### src/rtl/spu_sm_exp_sum.sv
// Softmax exponent-and-sum stage: per-lane e = 0xFF >> min((max - x) >> 2, 8)
// through a two-stage pipeline, with a saturating row accumulator.
module spu_sm_exp_sum #(
    parameter int DATA_W = 8,
    parameter int SUM_W  = 18
) (
    input  logic                     core_clk,
    input  logic                     rst_n,
    input  logic                     start,
    input  logic signed [DATA_W-1:0] max_in,
    input  logic                     in_valid,
    input  logic                     in_last,
    input  logic signed [DATA_W-1:0] x0,
    input  logic signed [DATA_W-1:0] x1,
    input  logic signed [DATA_W-1:0] x2,
    input  logic signed [DATA_W-1:0] x3,
    output logic                     in_ready,
    output logic        [DATA_W-1:0] e0,
    output logic        [DATA_W-1:0] e1,
    output logic        [DATA_W-1:0] e2,
    output logic        [DATA_W-1:0] e3,
    output logic                     out_valid,
    output logic        [SUM_W-1:0]  sum_out,
    output logic                     sum_valid,
    output logic                     busy
);

    localparam int              K_W   = $clog2(DATA_W + 1);
    localparam logic [K_W-1:0]  K_MAX = K_W'(DATA_W);

    typedef enum logic [1:0] {IDLE, RUN, DRAIN, DONE} state_t;

    function automatic logic [K_W-1:0] calc_k(input logic signed [DATA_W-1:0] m,
                                              input logic signed [DATA_W-1:0] x);
        logic signed [DATA_W:0] diff;
        logic        [DATA_W:0] shr;
        diff = (DATA_W+1)'(m) - (DATA_W+1)'(x);
        if (diff[DATA_W]) shr = '0;
        else              shr = $unsigned(diff) >> 2;
        if (shr > (DATA_W+1)'(K_MAX)) calc_k = K_MAX;
        else                          calc_k = shr[K_W-1:0];
    endfunction

    function automatic logic [DATA_W-1:0] exp_approx(input logic [K_W-1:0] k);
        exp_approx = {DATA_W{1'b1}} >> k;
    endfunction

    function automatic logic [SUM_W-1:0] sat_add(input logic [SUM_W-1:0] a,
                                                 input logic [SUM_W-1:0] b);
        logic [SUM_W:0] s;
        s = {1'b0, a} + {1'b0, b};
        sat_add = s[SUM_W] ? {SUM_W{1'b1}} : s[SUM_W-1:0];
    endfunction

    state_t                     r_state;
    state_t                     w_state_nxt;
    logic signed [DATA_W-1:0]   r_max;
    logic                       w_xfer;
    logic signed [DATA_W-1:0]   w_x [4];
    logic        [K_W-1:0]      r_k_p1 [4];
    logic                       r_vld_p1;
    logic        [DATA_W-1:0]   w_e_p1 [4];
    logic        [SUM_W-1:0]    w_lane_sum;
    logic        [DATA_W-1:0]   r_e_p2 [4];
    logic                       r_vld_p2;
    logic        [SUM_W-1:0]    r_acc;
    logic                       r_sum_vld;

    assign w_x[0] = x0;
    assign w_x[1] = x1;
    assign w_x[2] = x2;
    assign w_x[3] = x3;

    assign in_ready = (r_state == RUN);
    assign busy     = (r_state != IDLE);
    assign w_xfer   = in_valid && in_ready;

    always_comb begin
        w_state_nxt = r_state;
        case (r_state)
            IDLE:    if (start) w_state_nxt = RUN;
            RUN:     if (w_xfer && in_last) w_state_nxt = DRAIN;
            DRAIN:   if (r_vld_p1) w_state_nxt = DONE;
            DONE:    w_state_nxt = IDLE;
            default: w_state_nxt = IDLE;
        endcase
    end

    always_ff @(posedge core_clk or negedge rst_n) begin
        if (!rst_n) begin
            r_state <= IDLE;
            r_max   <= 8'sh81;
        end else begin
            r_state <= w_state_nxt;
            if (r_state == IDLE && start) r_max <= max_in;
        end
    end

    // Stage 1: clamped shift amount per lane
    always_ff @(posedge core_clk) begin
        if (w_xfer) begin
            for (int i = 0; i < 4; i++) r_k_p1[i] <= calc_k(r_max, w_x[i]);
        end
    end

    always_ff @(posedge core_clk or negedge rst_n) begin
        if (!rst_n) r_vld_p1 <= 1'b0;
        else        r_vld_p1 <= w_xfer;
    end

    always_comb begin
        w_lane_sum = '0;
        for (int i = 0; i < 4; i++) begin
            w_e_p1[i]  = exp_approx(r_k_p1[i]);
            w_lane_sum = w_lane_sum + SUM_W'(w_e_p1[i]);
        end
    end

    // Stage 2: exponent lanes and accumulation on the same edge
    always_ff @(posedge core_clk or negedge rst_n) begin
        if (!rst_n) begin
            for (int i = 0; i < 4; i++) r_e_p2[i] <= '0;
            r_vld_p2 <= 1'b0;
        end else begin
            r_vld_p2 <= r_vld_p1;
            if (r_vld_p1) begin
                for (int i = 0; i < 4; i++) r_e_p2[i] <= w_e_p1[i];
            end
        end
    end

    always_ff @(posedge core_clk or negedge rst_n) begin
        if (!rst_n) begin
            r_acc     <= '0;
            r_sum_vld <= 1'b0;
        end else begin
            r_sum_vld <= (r_state == DONE);
            if (r_state == IDLE && start) r_acc <= '0;
            else if (r_vld_p1)            r_acc <= sat_add(r_acc, w_lane_sum);
        end
    end

    assign e0        = r_e_p2[0];
    assign e1        = r_e_p2[1];
    assign e2        = r_e_p2[2];
    assign e3        = r_e_p2[3];
    assign out_valid = r_vld_p2;
    assign sum_out   = r_acc;
    assign sum_valid = r_sum_vld;

endmodule

### config.mk
export PLATFORM = sky130hd
export DESIGN_NAME = spu_sm_exp_sum
export DESIGN_NICKNAME = d
export VERILOG_FILES = /design/src/rtl/spu_sm_exp_sum.sv
export SDC_FILE = /design/constraint.sdc
export NUM_CORES = 1
export LEC_CHECK = 0
export ABC_AREA = 0
export CORE_MARGIN = 3
export CORE_UTILIZATION = 49
export DETAILED_ROUTE_END_ITERATION = 7
export PLACE_DENSITY = 0.85
export SLEW_MARGIN = 25
export SYNTH_ARGS = -nofsm -noshare
export SYNTH_HDL_FRONTEND = slang
export SYNTH_SLANG_ARGS = --single-unit
### constraint.sdc
create_clock -name core_clk -period 4.1 [get_ports core_clk]
set_input_delay 0.615 -clock core_clk [delete_from_list [all_inputs] [get_ports core_clk]]
set_output_delay 0.615 -clock core_clk [all_outputs]
set_load 0.1 [all_outputs]
==> impl_metrics.xml <==
<?xml version="1.0" encoding="UTF-8"?>
<metrics>
  <group name="clock_network">
    <metric name="cts_hold_repair.buffers" unit="">0</metric>
    <metric name="numCtsBuffers" unit="">9</metric>
    <metric name="clock_tree.htree_level_count" unit="">3</metric>
    <metric name="cts_tree" unit="">yes</metric>
    <metric name="clkSinkCount" unit="">79</metric>
    <metric name="root_buffer" unit="">clkbuf_16</metric>
    <metric name="clock_path_buffers" unit="">2</metric>
    <metric name="clk_transition_reported_paths" unit="ns">0.06</metric>
    <metric name="clk_latency" unit="ns">0.33</metric>
  </group>
  <group name="sta">
    <metric name="hold_ws" unit="ns">0.247</metric>
    <metric name="fin_worst_skew" unit="ns">0.00536</metric>
    <metric name="worst_slack" unit="ns">-0.196</metric>
    <metric name="post_route_fraction_of_the_period_consumed_by_the_critical_path" unit="%">105</metric>
    <metric name="fin_setup_tns" unit="ns">-1.89</metric>
    <metric name="grt_setup_unrepaired" unit="">yes</metric>
    <metric name="final-setup-viol-count" unit="">17</metric>
    <metric name="max-slew-margin-rel" unit="%">33.8</metric>
    <metric name="time_the_final_worst_path_needs_with_i_o_delays_and_setup" unit="ns">4.30</metric>
    <metric name="worst_slew_pin_slew" unit="ns">0.990</metric>
    <metric name="fmax" unit="MHz">233</metric>
    <metric name="hold_viol_final" unit="">0</metric>
    <metric name="maxSlewViolCount" unit="">0</metric>
  </group>
  <group name="drt">
    <metric name="avgRoutedWirePerCell" unit="um">17.8</metric>
    <metric name="postRouteAntennaNets" unit="">0</metric>
    <metric name="drc" unit="">0</metric>
    <metric name="firstDrtPassIters" unit="">6</metric>
    <metric name="viasPerCell" unit="">5.71</metric>
    <metric name="wl" unit="um">16100</metric>
    <metric name="dr.first_iter.drc_count" unit="">288</metric>
    <metric name="routed-via-count" unit="">5186</metric>
  </group>
  <group name="floorplanning">
    <metric name="effective_utilization_at_floorplan" unit="%">51.1</metric>
    <metric name="floorplan.die_area" unit="sq um">12900</metric>
    <metric name="rows" unit="">38</metric>
    <metric name="core_area" unit="sq um">11100</metric>
    <metric name="floorplan.io_pins" unit="">99</metric>
    <metric name="die_height" unit="um">114</metric>
    <metric name="die_x" unit="um">114</metric>
  </group>
  <group name="setup_path">
    <metric name="maximum_net_fanout_on_the_critical_path" unit="">5</metric>
    <metric name="critical_path_arrival" unit="ns">4.51</metric>
    <metric name="path_class" unit="">reg2reg</metric>
    <metric name="worstSetupStartpointType" unit="">flip-flop</metric>
    <metric name="end_kind" unit="">flip-flop</metric>
    <metric name="timing.critical_path.required" unit="ns">4.32</metric>
  </group>
  <group name="placement">
    <metric name="gpl.final_weighted_congestion" unit="">0.959</metric>
    <metric name="dp_hpwl" unit="um">12100</metric>
    <metric name="placed_cell_area" unit="sq um">7150</metric>
    <metric name="port-buffer-count" unit="">98</metric>
  </group>
  <group name="grt">
    <metric name="grt_pass1_vias" unit="">5300</metric>
    <metric name="global_route_wire_length_before_repair" unit="um">26100</metric>
    <metric name="largest_net_degree_at_the_start_of_global_routing" unit="">45</metric>
    <metric name="grt_antenna_before_repair" unit="">0</metric>
    <metric name="grt_remaining_overflow" unit="">0</metric>
    <metric name="globalRouteTotalUtil" unit="%">25.6</metric>
  </group>
  <group name="layout">
    <metric name="nets_final" unit="">879</metric>
    <metric name="layout-drive-gt1-share" unit="%">17.8</metric>
    <metric name="antenna_cells_inserted" unit="">0</metric>
    <metric name="synthToLayoutAreaGrowth" unit="%">36.5</metric>
    <metric name="design_area" unit="sq um">7730</metric>
    <metric name="postLayoutCoreUtil" unit="%">69.8</metric>
  </group>
  <group name="yosys">
    <metric name="synthDistinctLibCells" unit="">58</metric>
    <metric name="synth_enable_flop_cells" unit="">16</metric>
    <metric name="mappedNetlistArea" unit="sq um">5670</metric>
    <metric name="post_synth_main_area_contributors" unit="">dfrtp_1 27%, ha_1 11%, edfxtp_1 8.5%, fa_1 8.1%, inv_1 6.0%</metric>
    <metric name="yosysMostFrequentCell" unit="">inv_1</metric>
    <metric name="synth_cells" unit="">617</metric>
    <metric name="synth_common_cells" unit="">91 x inv_1, 72 x nand2_1, 61 x dfrtp_1, 48 x ha_1, 33 x a21oi_1</metric>
    <metric name="synth_largest_type_area_fraction" unit="%">26.9</metric>
    <metric name="synth-warning-count" unit="">0</metric>
    <metric name="postSynthNetCount" unit="">733</metric>
    <metric name="synth_area_leader_cell" unit="">dfrtp_1</metric>
    <metric name="yosysSeqAreaShare" unit="%">36.4</metric>
    <metric name="async_flop_share" unit="%">79.7</metric>
    <metric name="synth_seq_cells" unit="">79</metric>
    <metric name="synth_area_per_cell" unit="sq um">9.18</metric>
    <metric name="synth_ff_type" unit="">dfrtp_1</metric>
  </group>
  <group name="status">
    <metric name="violations_in_the_final_reports" unit="">negative setup slack</metric>
    <metric name="result_of_the_run" unit="">complete, but fails checks</metric>
  </group>
  <group name="job">
    <metric name="cap_viol_max_count" unit="">0</metric>
  </group>
  <group name="min_path">
    <metric name="hold_class" unit="">in2async</metric>
  </group>
</metrics>
[timing repair]
item                                    4_1_cts  5_1_grt
buffers inserted                              9        4
resized for setup                            32       20
pin swaps                                    28       28
endpoints found under the setup margin       18       18
[worst paths after layout]
kind,start,end,slack (ns),cells after the start
worst min register to register,e1[1],e1[1],0.49,2
min in group core_clk,e1[1],e1[1],0.49,2
worst min-delay path,rst_n,sum_out[1],0.25,1
max in group asynchronous,rst_n,r_max[7],2.91,2
worst max-delay path,r_k_p1[2][2],sum_out[14],-0.20,15
worst max register to register,r_k_p1[2][2],sum_out[14],-0.20,15
[metal layers]
metal / global-route usage (%) / vias up / part of all wire, %
met3: 3.34 / 35 / 7.0
li1: - / 2412 / -
met1: 32.8 / 2527 / 40
met2: 44.6 / 212 / 50
met4: 8.89 / 0 / 2.0
met5: 0 / - / 0
[placed cells by master (no fill, tap or decap), drive strengths merged, types with 3 or more instances in the layout]
cell type and n:
a2111oi 3, a211oi 8, a21o 13, a21oi 33, a311oi 4, a31o 4, a31oi 14, and2 3
and3 4, buf 53, clkbuf 12, clkdlybuf4s50 97, dfrtp 61, edfxtp 16, fa 23, ha 48
inv 94, mux2 13, nand2 72, nand2b 6, nand3 11, nor2 29, nor2b 6, nor3 14
nor4 7, nor4b 3, o211ai 4, o21a 5, o21ai 43, o21bai 4, or2 8, or3 5
xnor2 12, xor2 12
[logic make-up after synthesis]
family	share of synthesized area (%)
buffers and inverters	7.29
DFF	36.4
AOI/OAI and AO/OA	17.0
and+or+nand+nor	14.2
xor gates and xnor gates	3.71
adders and majority gates	18.7
muxes	2.76
[layout make-up]
| class | instances | area, sq um |
|---|---|---|
| well taps | 140 | 175 |
| fillers | 830 | 3350 |
| multi-input cells | 430 | 3430 |
| flip-flops and latches | 79 | 2080 |
| inverters | 93 | 352 |
| clock buffers | 12 | 258 |
| repair buffers | 150 | 1390 |
| clock inverters | 4 | 51.3 |
[state kept, by name, indices dropped and copies added, names as in the netlist]
| register | count |
|---|---|
| e0 | 8 |
| e1 | 8 |
| e2 | 8 |
| e3 | 8 |
| out_valid | 1 |
| r_k_p1 | 16 |
| r_max | 8 |
| r_state | 2 |
| r_vld_p1 | 1 |
| sum_out | 18 |
| sum_valid | 1 |
[stage by stage]
step,setup slack (ns),std cells
6_report,-0.196,908
5_1_grt,-0.307,908
4_1_cts,-0.130,905
3_5_place_dp,-0.304,882
3_3_place_gp,-0.134,882
2_1_floorplan,0.00563,617
[worst max-delay path, stage by stage, from the launching register on]
cell and delay [ns]:
edfxtp_1 0.46, or3_4 0.43, or2_4 0.28, fa_1 0.50, inv_1 0.05, fa_1 0.48
inv_1 0.05, fa_1 0.52, inv_2 0.05, ha_4 0.21, and2_4 0.16, o311a_4 0.36
buf_6 0.12, o21bai_4 0.20, nor2_2 0.05, o221a_1 0.25
Power is not shown: default switching activity piles up to over one toggle a cycle in this logic, so the estimate is an artifact.
